[src/rtl/sram_stream_loader_pkg.sv]
// Shared types for the SRAM stream loader: FSM states and completion status codes.
package sram_stream_loader_pkg;

   typedef enum logic [1:0] {
      IDLE = 2'd0,
      LOAD = 2'd1,
      DONE = 2'd2
   } loader_state_e;

   localparam logic [1:0] ST_OK     = 2'b00;  // all words written, tlast on the final word
   localparam logic [1:0] ST_EARLY  = 2'b01;  // tlast arrived before the final word
   localparam logic [1:0] ST_NOLAST = 2'b10;  // final word arrived without tlast
   localparam logic [1:0] ST_ALIGN  = 2'b11;  // base address not word aligned

endpackage

[src/rtl/sram_stream_loader.sv]
// Loads an AXI-Stream of words into consecutive FRAM or KRAM word addresses, stalling while
// the accelerator runs, and reports completion with a one-cycle done pulse and a status code.
module sram_stream_loader
   import sram_stream_loader_pkg::*;
#(
   parameter int unsigned DATA_WIDTH   = 32,
   parameter int unsigned FRAM_BYTE_AW = 16,
   parameter int unsigned KRAM_BYTE_AW = 14,
   parameter int unsigned CNT_WIDTH    = 16
) (
   input  logic                    clk,
   input  logic                    rst,
   input  logic                    cmd_valid,
   output logic                    cmd_ready,
   input  logic                    cmd_target,
   input  logic [FRAM_BYTE_AW-1:0] cmd_base,
   input  logic [CNT_WIDTH-1:0]    cmd_words,
   input  logic                    acc_running,
   input  logic [DATA_WIDTH-1:0]   s_axis_tdata,
   input  logic                    s_axis_tvalid,
   output logic                    s_axis_tready,
   input  logic                    s_axis_tlast,
   output logic [FRAM_BYTE_AW-1:0] fram_addr_byteidx,
   output logic [DATA_WIDTH-1:0]   fram_wdata,
   output logic                    fram_en,
   output logic                    fram_we,
   output logic [KRAM_BYTE_AW-1:0] kram_addr_byteidx,
   output logic [DATA_WIDTH-1:0]   kram_wdata,
   output logic                    kram_en,
   output logic                    kram_we,
   output logic                    busy,
   output logic                    done,
   output logic [1:0]              status
);

   loader_state_e state_q, state_d;
   logic [1:0]              status_q, status_d;
   logic                    accept, beat;
   logic                    target_q;
   logic [FRAM_BYTE_AW-1:0] addr_q;
   logic [CNT_WIDTH-1:0]    words_q, idx_q;
   logic                    last_idx;

   assign last_idx = (idx_q == words_q - CNT_WIDTH'(1));
   assign busy     = (state_q == LOAD);
   assign done     = (state_q == DONE);
   assign status   = status_q;

   // State register.
   always_ff @(posedge clk) begin
      if (rst) begin
         state_q <= IDLE;
      end else begin
         state_q <= state_d;
      end
   end

   // Next-state, handshakes and completion status.
   always_comb begin
      state_d       = state_q;
      status_d      = status_q;
      cmd_ready     = 1'b0;
      s_axis_tready = 1'b0;
      accept        = 1'b0;
      beat          = 1'b0;
      unique case (state_q)
         IDLE: begin
            // Gated by rst so nothing is accepted during the reset cycle.
            cmd_ready = ~acc_running & ~rst;
            if (cmd_valid && cmd_ready) begin
               accept = 1'b1;
               if (cmd_base[1:0] != 2'b00) begin
                  state_d  = DONE;
                  status_d = ST_ALIGN;
               end else if (cmd_words == '0) begin
                  state_d  = DONE;
                  status_d = ST_OK;
               end else begin
                  state_d  = LOAD;
                  status_d = ST_OK;
               end
            end
         end
         LOAD: begin
            s_axis_tready = ~acc_running & ~rst;
            if (s_axis_tvalid && s_axis_tready) begin
               beat = 1'b1;
               if (last_idx) begin
                  state_d  = DONE;
                  status_d = s_axis_tlast ? ST_OK : ST_NOLAST;
               end else if (s_axis_tlast) begin
                  state_d  = DONE;
                  status_d = ST_EARLY;
               end
            end
         end
         DONE: begin
            state_d = IDLE;
         end
         default: begin
            state_d = IDLE;
         end
      endcase
   end

   // Command latch, beat counter, running byte address and registered SRAM write port.
   always_ff @(posedge clk) begin
      if (rst) begin
         status_q          <= ST_OK;
         target_q          <= 1'b0;
         addr_q            <= '0;
         words_q           <= '0;
         idx_q             <= '0;
         fram_addr_byteidx <= '0;
         fram_wdata        <= '0;
         fram_en           <= 1'b0;
         fram_we           <= 1'b0;
         kram_addr_byteidx <= '0;
         kram_wdata        <= '0;
         kram_en           <= 1'b0;
         kram_we           <= 1'b0;
      end else begin
         status_q <= status_d;
         fram_en  <= 1'b0;
         fram_we  <= 1'b0;
         kram_en  <= 1'b0;
         kram_we  <= 1'b0;
         if (accept) begin
            target_q <= cmd_target;
            addr_q   <= cmd_base;
            words_q  <= cmd_words;
            idx_q    <= '0;
         end
         if (beat) begin
            idx_q  <= idx_q + CNT_WIDTH'(1);
            // Address wraps naturally at the port width.
            addr_q <= addr_q + FRAM_BYTE_AW'(4);
            if (target_q) begin
               kram_en           <= 1'b1;
               kram_we           <= 1'b1;
               kram_addr_byteidx <= addr_q[KRAM_BYTE_AW-1:0];
               kram_wdata        <= s_axis_tdata;
            end else begin
               fram_en           <= 1'b1;
               fram_we           <= 1'b1;
               fram_addr_byteidx <= addr_q;
               fram_wdata        <= s_axis_tdata;
            end
         end
      end
   end

endmodule

[config.mk]
export PLATFORM = sky130hd
export DESIGN_NAME = sram_stream_loader
export DESIGN_NICKNAME = d
export VERILOG_FILES = /design/src/rtl/sram_stream_loader_pkg.sv /design/src/rtl/sram_stream_loader.sv
export SDC_FILE = /design/constraint.sdc
export NUM_CORES = 1
export LEC_CHECK = 0
export CAP_MARGIN = 20
export CORE_MARGIN = 2
export CORE_UTILIZATION = 44
export CTS_CLUSTER_DIAMETER = 120
export DETAILED_ROUTE_END_ITERATION = 8
export HOLD_SLACK_MARGIN = 0.05
export PLACE_DENSITY = 0.78
export SETUP_SLACK_MARGIN = 0.4
export SYNTH_ARGS = -nofsm -noshare
export SYNTH_HDL_FRONTEND = slang
export SYNTH_SLANG_ARGS = --single-unit
[constraint.sdc]
create_clock -name clk -period 2.75 [get_ports clk]
set_clock_uncertainty 0.05 [all_clocks]
set_input_delay 0.55 -clock clk [delete_from_list [all_inputs] [get_ports clk]]
set_output_delay 0.55 -clock clk [all_outputs]
set_load 0.05 [all_outputs]
Yosys cells after proc, flatten, opt, wreduce, memory -nomap -nowiden
Index checks and enable logic that the tools add are counted.
Widths: inputs -> output; s select.
Word-level totals
  input port bits: 71
  register bits: 149
  output and inout port bits: 104
Operators by class
  bitwise gates (word level): 5
  mux-type cells: 26
  reduce and logical (&&, ||, !) cells: 12
  equal/unequal tests: 6
  add/sub/neg operators: 3
Operators with widths (number)
  $mux 16: 4
  $mux 2: 12
  $add 16x1->16 const B: 1
  $add 16x3->16 const B: 1
  $eq 16x16->1: 1
  $logic_not 16->1: 1
  $sub 16x1->16 const B: 1
  $mux 1: 8
  $pmux 2 s2: 2
  $reduce_bool 2->1: 3
  $not 1->1: 4
  $reduce_and 2->1: 2
  $reduce_and 4->1: 1
  $ne 3x2->1 const B: 1
  $reduce_and 3->1: 1
  $eq 2x1->1 const B: 1
  $eq 2x2->1 const B: 1
  $logic_and 1x1->1: 2
  $logic_not 2->1: 1
  $ne 2x1->1 const B: 1
  $ne 2x2->1 const B: 1
  $reduce_or 2->1: 1
  $and 1x1->1: 1

Logic depth before layout (Yosys ltp)
Gate-level depths: netlist of the first run.
  depth in word-level cells: 7
  gate-level depth with buffers: 9
  depth with buffers taken out: 8

Least setup slack after synthesis of the first run
OpenSTA, ideal clock, no wires.
  path type: in2reg
  from: in acc_running
  to: reg addr_q[7]
  library setup time: 0.070 ns
  slack: -0.653 ns
  buffers on the path: 2
  arrival: 3.282 ns
  stages on the path: 6
  data required time: 2.630 ns
  cells stage by stage: nor4_1 -> and2_0 -> clkbuf_1 -> buf_1 -> a21oi_1 -> a21oi_1
Between the ends
  longest elaborated chain between the ends: 6
RTL lines
  start: declaration: RTL line sram_stream_loader.sv:18  | input logic acc_running,
  $not 1->1 (*): RTL line sram_stream_loader.sv:69, sram_stream_loader.sv:85
  $and 1x1->1 (*): RTL line sram_stream_loader.sv:69, sram_stream_loader.sv:85
  $logic_and 1x1->1, on equally long branches: RTL line sram_stream_loader.sv:86, sram_stream_loader.sv:70
  $mux 1, on equally long branches: RTL line sram_stream_loader.sv:86, sram_stream_loader.sv:70
  $mux 1: RTL line sram_stream_loader.sv:66  | unique case (state_q)
  $mux 16 or $reduce_bool 2->1 (tied branches)
  end signal: assignment: RTL line sram_stream_loader.sv:130  | addr_q <= cmd_base;
  end signal: assignment: RTL line sram_stream_loader.sv:137  | addr_q <= addr_q + FRAM_BYTE_AW'(4);
  end: declaration: RTL line sram_stream_loader.sv:40  | logic [FRAM_BYTE_AW-1:0] addr_q;
Every way passes the cells marked *; elsewhere a longest branch is shown, timed or not.
A chain may end at the register's enable or synchronous reset.

Worst setup path after layout of the first run
  from: reg words_q[0]
  to: reg state_q[0]
Between the ends
  longest elaborated chain between the ends: 5
RTL lines
  start: declaration: RTL line sram_stream_loader.sv:41  | logic [CNT_WIDTH-1:0] words_q, idx_q;
  start signal: assignment: RTL line sram_stream_loader.sv:131  | words_q <= cmd_words;
  $sub 16x1->16 (*): RTL line sram_stream_loader.sv:44  | assign last_idx = (idx_q == words_q - CNT_WIDTH'(1));
  $eq 16x16->1 (*): RTL line sram_stream_loader.sv:44
  $mux 2: RTL line sram_stream_loader.sv:88  | if (last_idx) begin
  $mux 2: RTL line sram_stream_loader.sv:86  | if (s_axis_tvalid && s_axis_tready) begin
  $pmux 2 s2: RTL line sram_stream_loader.sv:66
  end signal: assignment: RTL line sram_stream_loader.sv:54  | state_q <= state_d;
  end: declaration: RTL line sram_stream_loader.sv:36  | loader_state_e state_q, state_d;
Every way passes the cells marked *; elsewhere a longest branch is shown, timed or not. The select of a mux whose other input is x is not followed.

==> impl_metrics.py, run 1 <==
metrics = {
    "global_routing": {
        "grt_start_max_net_pins": 102,
        "grt_pass1_vias": 5768,
        "grt_use_total_pct": 22.5,
        "antenna_found_initial": 0,
        "overflow": 0,
        "grt_pass1_wl_um": 28700,
    },
    "placement": {
        "place.gp.congestion": 0.866,
        "port_buffers": 174,
        "placed_area_um2": 8420,
        "place_ws_ns": -0.0836,
        "hpwl_um": 12200,
    },
    "power_and_ir_drop": {
        "internal_power_mw": 3.68,
        "p_seq_share_pct": 45.4,
        "p_switching_mw": 1.20,
        "p_comb_share_pct": 8.8,
        "power_mw": 4.88,
        "ir_worst_vdd_mv": 0.407,
        "p_leak_nw": 3.09,
        "netSwitchingFraction_pct": 24.5,
        "p_per_area_nw_per_um2": 534,
        "pwr-share-clk_pct": 45.8,
    },
    "yosys": {
        "netlist_area_um2": 6380,
        "syn_avg_cell_area_um2": 7.71,
        "synthCells": 828,
        "synthArstFlopShare_pct": 0,
        "synth_flop_cell": "dfxtp_1",
        "ys_seq_elements": 149,
        "synth.top_cell.area_share_pct": 46.8,
        "yosysMostFrequentCell": "nand2_1",
        "synth.largest_area_cell": "dfxtp_1",
        "synthTopCellsByArea": "dfxtp_1 (47%), nand2_1 (15%), a21oi_1 (11%), clkbuf_1 (3.0%), nor2_1 (2.0%)",
        "ys_seq_area_share_pct": 46.8,
        "synthTopCellsByCount": "nand2_1 (247), dfxtp_1 (149), a21oi_1 (143), clkbuf_1 (51), nor2_1 (34)",
        "yosysWarnings": 0,
        "ys_types": 60,
        "synth_edf_count": 0,
        "synthesis.nets": 902,
    },
    "critical_path": {
        "path_class": "reg2reg",
        "cp-endpoint": "state_q[0]$_SDFFE_PP0P_",
        "crit_fanout": 6,
        "max_stage_delay_ns": 0.56,
        "cp-startpoint": "words_q[0]$_SDFFE_PP0P_",
        "required_ns": 2.98,
        "startpoint_type": "register",
        "r2r_slack_ns": 0.27,
        "cp.arrival_ns": 2.70,
        "reg2reg_from": "words_q[0]$_SDFFE_PP0P_",
        "r2r-end": "state_q[0]$_SDFFE_PP0P_",
        "endpoint_kind": "register",
        "rr_worst_depth": 9,
        "crit_chain": "inv_2 -> ha_4 -> buf_4 -> nor2b_1 -> or3_1 -> a311oi_2 -> nand4b_1 -> or4_4 -> o2bb2ai_2",
        "slowest_stage": "or4_4",
    },
    "clock_network": {
        "root_buffer": "clkbuf_16",
        "path_clk_slew_ns": 0.06,
        "htree_levels": 4,
        "cts_tree": "yes",
        "numCtsBuffers": 17,
        "clk_latency_ns": 0.42,
        "cts_hold_buf": 0,
        "clk_path_buf_depth": 2,
        "cts.sinks": 149,
    },
    "final_layout": {
        "n_antenna_cell": 0,
        "drive_gt1_share_pct": 10.7,
        "final_area_um2": 9130,
        "nFillCells": 1240,
        "area_delta_synth_final_pct": 43.1,
        "fin_nets": 1067,
    },
    "sta": {
        "fin_crit_ns": 2.48,
        "finalSetupTns_ns": 0,
        "fmax_mhz": 403,
        "setup_viol": 0,
        "timing.final.crit_share_pct": 90.1,
        "tightest_slew_ns": 1.05,
        "relSlewSlack_pct": 30.3,
        "finalHoldViolCount": 0,
        "finalMaxSlewViolations": 0,
        "worst_slack_ns": 0.271,
        "rsz0062_at_grt": "yes",
    },
    "floorplan": {
        "core_um2": 14400,
        "io_pins": 175,
        "initial_core_util_pct": 44.4,
        "rows": 44,
        "die_y_um": 124,
        "dieArea_um2": 15500,
        "die_w_um": 124,
    },
    "run": {
        "maxCapViolCount": 0,
    },
    "route": {
        "ant_nets": 0,
        "wl_per_cell_um": 14.9,
        "via_per_inst": 5.23,
        "first_pass_iters": 4,
        "drc": 0,
        "wl_um": 17800,
        "drt_iter0_drc": 397,
        "dr_total_vias": 6226,
    },
    "run_status": {
        "status": "finished clean",
    },
    "hold_path": {
        "hp-class": "reg2reg",
    },
}
==> layout make-up <==
type / count / area (um^2) / share of cell area, %
Timing Repair Buffer: 208 / 2060 / 22.6
Inverter: 16 / 66.3 / 0.726
Sequential cell: 149 / 3000 / 32.8
Clock inverter: 13 / 123 / 1.34
Multi-Input combinational cell: 601 / 3210 / 35.1
Tap cell: 184 / 230 / 2.52
Clock buffer: 19 / 443 / 4.85
==> worst min path at each step <==
| stage | from | to | slack, ns | cells past startpoint |
|---|---|---|---|---|
| 2_1_floorplan | target_q$_SDFFE_PP0P_ | target_q$_SDFFE_PP0P_ | 0.40 | 2 |
| 3_3_place_gp | fram_wdata[28]$_SDFFE_PP0P_ | fram_wdata[28]$_SDFFE_PP0P_ | 0.39 | 2 |
| 3_5_place_dp | fram_wdata[13]$_SDFFE_PP0P_ | fram_wdata[13]$_SDFFE_PP0P_ | 0.40 | 2 |
| 4_1_cts | fram_wdata[13]$_SDFFE_PP0P_ | fram_wdata[13]$_SDFFE_PP0P_ | 0.40 | 2 |
| 5_1_grt | fram_wdata[13]$_SDFFE_PP0P_ | fram_wdata[13]$_SDFFE_PP0P_ | 0.42 | 2 |
| 6_report | fram_wdata[13]$_SDFFE_PP0P_ | fram_wdata[13]$_SDFFE_PP0P_ | 0.40 | 2 |
==> registers in the layout (all words and copies together), names as in the netlist <==
register and flops:
fram_wdata 32, kram_wdata 32, addr_q 16, fram_addr_byteidx 16, idx_q 16, words_q 16
kram_addr_byteidx 14, state_q 2, status 2, fram_we 1, kram_we 1, target_q 1
==> metal layers <==
layer	global-route usage, %	routed length (um)	vias up	share of wire [%]
met5	0	0	-	0
li1	-	-	3138	-
met4	6.74	238	0	1.3
met2	36.6	8290	164	47
met1	27.8	7780	2907	44
met3	8.55	1470	17	8.3
==> power groups by stage <==
stage | Clock (mW) | Combinational, mW | Sequential (mW)
final | 2.23 | 0.431 | 2.21
after global routing | 2.36 | 0.464 | 2.22
after CTS | 2.27 | 0.418 | 2.21
after detailed placement | 0 | 0.404 | 2.26
after global placement | 0 | 0.401 | 2.26
after floorplan | 0 | 0.202 | 2.27
==> cells by family after synthesis <==
logic type / Yosys count / synth area share (%)
simple gates: 375 / 26.2
compound gates: 197 / 17.6
flops: 149 / 46.8
buf+inv: 78 / 4.98
xor+xnor: 19 / 2.82
mux: 7 / 1.14
fa+ha+maj: 3 / 0.588
==> cells in the final DEF, fill, tap and decap left out, drive strengths merged, types with 5 or more instances in the layout <==
| cell type | n |
|---|---|
| a21oi | 143 |
| a22oi | 5 |
| buf | 37 |
| clkbuf | 19 |
| clkdlybuf4s50 | 168 |
| clkinvlp | 5 |
| dfxtp | 149 |
| inv | 20 |
| mux2i | 5 |
| nand2 | 247 |
| nand3 | 18 |
| nand4 | 9 |
| nor2 | 34 |
| nor2b | 6 |
| nor3 | 15 |
| nor4 | 9 |
| o211ai | 6 |
| o21ai | 15 |
| or3 | 9 |
| xnor2 | 14 |
==> critical path: cells and delay by family (launching register included) <==
| kind | cells | cell delay [ns] |
|---|---|---|
| and+or+nand+nor | 4 | 1.12 |
| AOI/OAI and AO/OA | 2 | 0.45 |
| buffers and inverters | 2 | 0.20 |
| DFF | 1 | 0.37 |
| adders and majority gates | 1 | 0.16 |
==> stage by stage <==
stage	utilization [%]	instances	hold slack (ns)
after detailed placement	58.6	1151	0.396
after CTS	63.1	1187	0.404
after global routing	63.5	1190	0.418
final	63.5	1190	0.402
after global placement	58.6	1151	0.390
after floorplan	-	828	0.395
==> repair_timing <==
item / in CTS / in global routing
gates resized for setup: 15 / 13
buffers inserted: 4 / 3
pin swaps: 12 / 11
setup endpoints to repair: 63 / 15
cloned: 0 / 0
Note: power is estimated with default switching activity, not from simulation.
==> run 2: changes to the inputs <==
--- a/config.mk
+++ b/config.mk
@@ -7,11 +7,11 @@
 export LEC_CHECK = 0
 export CAP_MARGIN = 20
 export CORE_MARGIN = 2
-export CORE_UTILIZATION = 44
+export CORE_UTILIZATION = 48
 export CTS_CLUSTER_DIAMETER = 120
 export DETAILED_ROUTE_END_ITERATION = 8
 export HOLD_SLACK_MARGIN = 0.05
-export PLACE_DENSITY = 0.78
+export PLACE_DENSITY = 0.81
 export SETUP_SLACK_MARGIN = 0.4
 export SYNTH_ARGS = -nofsm -noshare
 export SYNTH_HDL_FRONTEND = slang
==> constraint.sdc (replaced) <==
create_clock -name clk -period 2.3 [get_ports clk]
set_clock_uncertainty 0.05 [all_clocks]
set_input_delay 0.46 -clock clk [delete_from_list [all_inputs] [get_ports clk]]
set_output_delay 0.46 -clock clk [all_outputs]
set_load 0.05 [all_outputs]
==> impl_metrics.py, run 2 <==
metrics = {
    "yosys": {
        "synth_fa_ha_area_share_pct": 0.588,
        "synthCells": 828,
        "ys_seq_area_share_pct": 46.8,
        "muxShareOfSynthArea_pct": 1.14,
        "synth_flop_cell": "dfxtp_1",
        "synth.top_cell.area_share_pct": 46.8,
        "netlist_area_um2": 6380,
        "yosysWarnings": 0,
        "yosysMostFrequentCell": "nand2_1",
        "yosys.area_share.simple_pct": 26.2,
        "synth_edf_count": 0,
        "synth.largest_area_cell": "dfxtp_1",
        "syn_avg_cell_area_um2": 7.71,
        "synth-xor-area-share_pct": 2.82,
        "ys_seq_elements": 149,
        "synthArstFlopShare_pct": 0,
        "synth_top_family_by_area": "simple AND/OR/NAND/NOR gates",
        "ys_types": 60,
        "synthTopCellsByCount": "nand2_1 (247), dfxtp_1 (149), a21oi_1 (143), clkbuf_1 (51), nor2_1 (34)",
        "synthTopCellsByArea": "dfxtp_1 (47%), nand2_1 (15%), a21oi_1 (11%), clkbuf_1 (3.0%), nor2_1 (2.0%)",
        "synthesis.nets": 902,
        "synth_compound_gate_area_share_pct": 17.6,
    },
    "sta": {
        "worstEndpointGrtRepair": "status[0]$_SDFFE_PP0P_/D",
        "timing.worst_endpoint.kind": "sequential cell input",
    },
    "clock_network": {
        "cts_hold_buf": 0,
        "cts.sinks": 149,
        "htree_levels": 4,
        "clk_path_buf_depth": 2,
        "numCtsBuffers": 17,
        "root_buffer": "clkbuf_16",
    },
    "floorplan": {
        "io_pins": 175,
        "die_y_um": 119,
        "die_w_um": 119,
        "initial_core_util_pct": 48.8,
        "rows": 42,
    },
    "placement": {
        "dpl.cell_count": 1183,
        "placed_area_um2": 8850,
        "place.gp.congestion": 0.871,
        "hpwl_um": 12800,
        "port_buffers": 174,
    },
    "global_routing": {
        "grt_use_total_pct": 68.5,
        "grt_start_max_net_pins": 147,
        "overflow": 10,
    },
    "run_status": {
        "firstError": "[ERROR GRT-0232] Routing congestion too high. Check the congestion heatmap in the GUI.",
        "haltStage": "5_1_grt",
        "status": "stopped before the end",
    },
}
[run 2: cell counts after synthesis]
No cell type changed its count.
[run 2: kinds of logic after synthesis]
group	count (synthesis)
DFF	149
muxes	7
xor gates and xnor gates	19
buffers and inverters	78
and+or+nand+nor	375
AOI/OAI and AO/OA	197
adders and majority gates	3
[run 2: layer usage]
layer  overflow  GRT usage (%)
met3          0           43.9
met1          0           69.8
met4          8           69.0
met5          0           9.56
met2          2           90.8
[run 2: stage by stage]
stage          hold slack [ns]  setup WS (ns)  setup TNS, ns  util, %
3_5_place_dp             0.396         -0.364         -33.29     67.6
4_1_cts                  0.317         -0.144         -0.568     86.5
2_1_floorplan            0.395        -0.0896         -0.269        -
3_3_place_gp             0.387         -0.284         -28.31     67.6
[run 2: timing repair]
item / CTS
endpoints found under the setup margin: 229
cloned: 27
resized for setup: 365
buffers inserted: 36
pin swaps: 152
==> run 3: changes to the inputs <==
--- a/config.mk
+++ b/config.mk
@@ -7,12 +7,9 @@
 export LEC_CHECK = 0
 export CAP_MARGIN = 20
 export CORE_MARGIN = 2
-export CORE_UTILIZATION = 48
-export CTS_CLUSTER_DIAMETER = 120
+export CORE_UTILIZATION = 40
 export DETAILED_ROUTE_END_ITERATION = 8
-export HOLD_SLACK_MARGIN = 0.05
-export PLACE_DENSITY = 0.81
-export SETUP_SLACK_MARGIN = 0.4
+export PLACE_DENSITY_LB_ADDON = 0.15
 export SYNTH_ARGS = -nofsm -noshare
 export SYNTH_HDL_FRONTEND = slang
 export SYNTH_SLANG_ARGS = --single-unit
==> impl_metrics.py, run 3 (synthesis gave the netlist of run 1 again) <==
metrics = {
    "critical_path": {
        "required_ns": 2.55,
        "path_buf_inv": 0,
        "cp_top_family": "simple AND/OR/NAND/NOR gates",
        "crit_fanout": 4,
        "r2r_slack_ns": -0.14,
        "endpoint_kind": "register",
        "startpoint_type": "register",
        "cp.arrival_ns": 2.69,
        "slowest_stage": "or4b_2",
        "crit_chain": "xnor2_2 -> or4b_2 -> a2111oi_4 -> o22ai_1 -> or4_4 -> o2bb2ai_2",
        "path_class": "reg2reg",
        "max_stage_delay_ns": 0.65,
    },
    "sta": {
        "timing.final.crit_share_pct": 106,
        "tightest_slew_ns": 0.821,
        "rsz0062_at_grt": "yes",
        "fin_crit_ns": 2.44,
        "holdWs_ns": 0.403,
        "setup_viol": 4,
        "finalHoldViolCount": 0,
        "fmax_mhz": 409,
        "finalSetupTns_ns": -0.446,
        "worst_slack_ns": -0.143,
        "relSlewSlack_pct": 45.1,
        "finalMaxSlewViolations": 0,
    },
    "placement": {
        "port_buffers": 174,
        "hpwl_um": 12700,
        "place.gp.congestion": 0.801,
        "placed_area_um2": 8730,
    },
    "power_and_ir_drop": {
        "ir_worst_vdd_mv": 0.513,
        "power_mw": 5.91,
        "p_per_area_nw_per_um2": 631,
        "p_seq_share_pct": 44.6,
        "p_comb_share_pct": 9.3,
        "p_leak_nw": 3.24,
        "netSwitchingFraction_pct": 23.7,
        "pwr-share-clk_pct": 46.1,
        "p_switching_mw": 1.40,
        "internal_power_mw": 4.52,
    },
    "final_layout": {
        "nFillCells": 1463,
        "layout_common_cells": "nand2_1 (246), clkdlybuf4s50_1 (169), dfxtp_1 (146)",
        "n_antenna_cell": 0,
        "fin_nets": 1093,
        "register_area_um2": 2990,
        "final_common_cell": "nand2_1",
        "final_area_um2": 9370,
        "reg.largest.list": "fram_wdata: 32 flops, kram_wdata: 32 flops",
        "area_delta_synth_final_pct": 46.9,
        "drive_gt1_share_pct": 12.4,
        "multi_input_area_um2": 3190,
    },
    "floorplan": {
        "rows": 46,
        "die_w_um": 130,
        "die_y_um": 130,
        "io_pins": 175,
        "dieArea_um2": 17000,
        "core_um2": 15700,
        "initial_core_util_pct": 40.6,
    },
    "global_routing": {
        "grt_pass1_wl_um": 30000,
        "grt_pass1_vias": 6019,
        "overflow": 0,
        "grt_use_total_pct": 22.4,
        "antenna_found_initial": 0,
        "grt_start_max_net_pins": 61,
    },
    "clock_network": {
        "path_clk_slew_ns": 0.06,
        "cts.sinks": 149,
        "clk_path_buf_depth": 2,
        "cts_hold_buf": 0,
        "numCtsBuffers": 17,
        "htree_levels": 4,
        "root_buffer": "clkbuf_16",
        "cts_tree": "yes",
        "clk_latency_ns": 0.42,
    },
    "hold_path": {
        "hp-class": "reg2reg",
    },
    "route": {
        "ant_nets": 0,
        "via_per_inst": 4.99,
        "first_pass_iters": 4,
        "drt_iter0_drc": 489,
        "wl_um": 18600,
        "drc": 0,
        "wl_per_cell_um": 14.9,
        "dr_total_vias": 6228,
    },
    "run_status": {
        "violations": "setup timing",
        "status": "complete, but fails checks",
    },
    "run": {
        "maxCapViolCount": 0,
    },
}
## run 3: layer usage
layer,global-route usage [%],up-vias,part of all wire (%)
li1,-,3197,-
met1,27.5,2897,43
met2,36.8,124,48
met3,8.65,10,7.6
met4,5.82,0,0.64
met5,0,-,0
## run 3: worst paths after layout
| check | endpoint | start | cells past startpoint |
|---|---|---|---|
| hold / removal | fram_wdata[28]$_SDFFE_PP0P_ | fram_wdata[28]$_SDFFE_PP0P_ | 2 |
| hold reg to reg | fram_wdata[28]$_SDFFE_PP0P_ | fram_wdata[28]$_SDFFE_PP0P_ | 2 |
| setup / recovery | state_q[0]$_SDFFE_PP0P_ | idx_q[15]$_SDFFE_PP0P_ | 6 |
| setup reg to reg | state_q[0]$_SDFFE_PP0P_ | idx_q[15]$_SDFFE_PP0P_ | 6 |
## run 3: metrics by stage
stage	instances	setup WS, ns	util, %
after floorplan	828	-0.0988	-
after global placement	1214	-0.374	55.6
after detailed placement	1214	-0.407	55.6
final	1248	-0.143	59.7
after global routing	1248	-0.205	59.7
after CTS	1247	-0.150	59.5
## run 3: what timing repair did
action,CTS,global route
setup endpoints to repair,5,21
pin swaps,10,7
resized for setup,11,6
buffers inserted,1,1
gates cloned,0,0
## run 3: final cells by class
class,instances,area share (%)
clock buffer,20,4.77
clock inverter,12,1.39
inverter,16,0.667
multi-input combinational,601,34.0
sequential,149,31.9
tap,216,2.88
timing repair buffer,234,24.4
## run 3: tightest hold or removal path, cell delays in order, from the launching register on
cell	delay, ns
dfxtp_1	0.31
nand2_1	0.05
a21oi_1	0.05
## run 3: power groups by stage
stage	registers (mW)	logic, mW	clock network [mW]
after floorplan	2.71	0.242	0
after global placement	2.69	0.529	0
after detailed placement	2.69	0.529	0
after CTS	2.64	0.543	2.77
after global routing	2.64	0.594	2.88
final	2.64	0.547	2.73
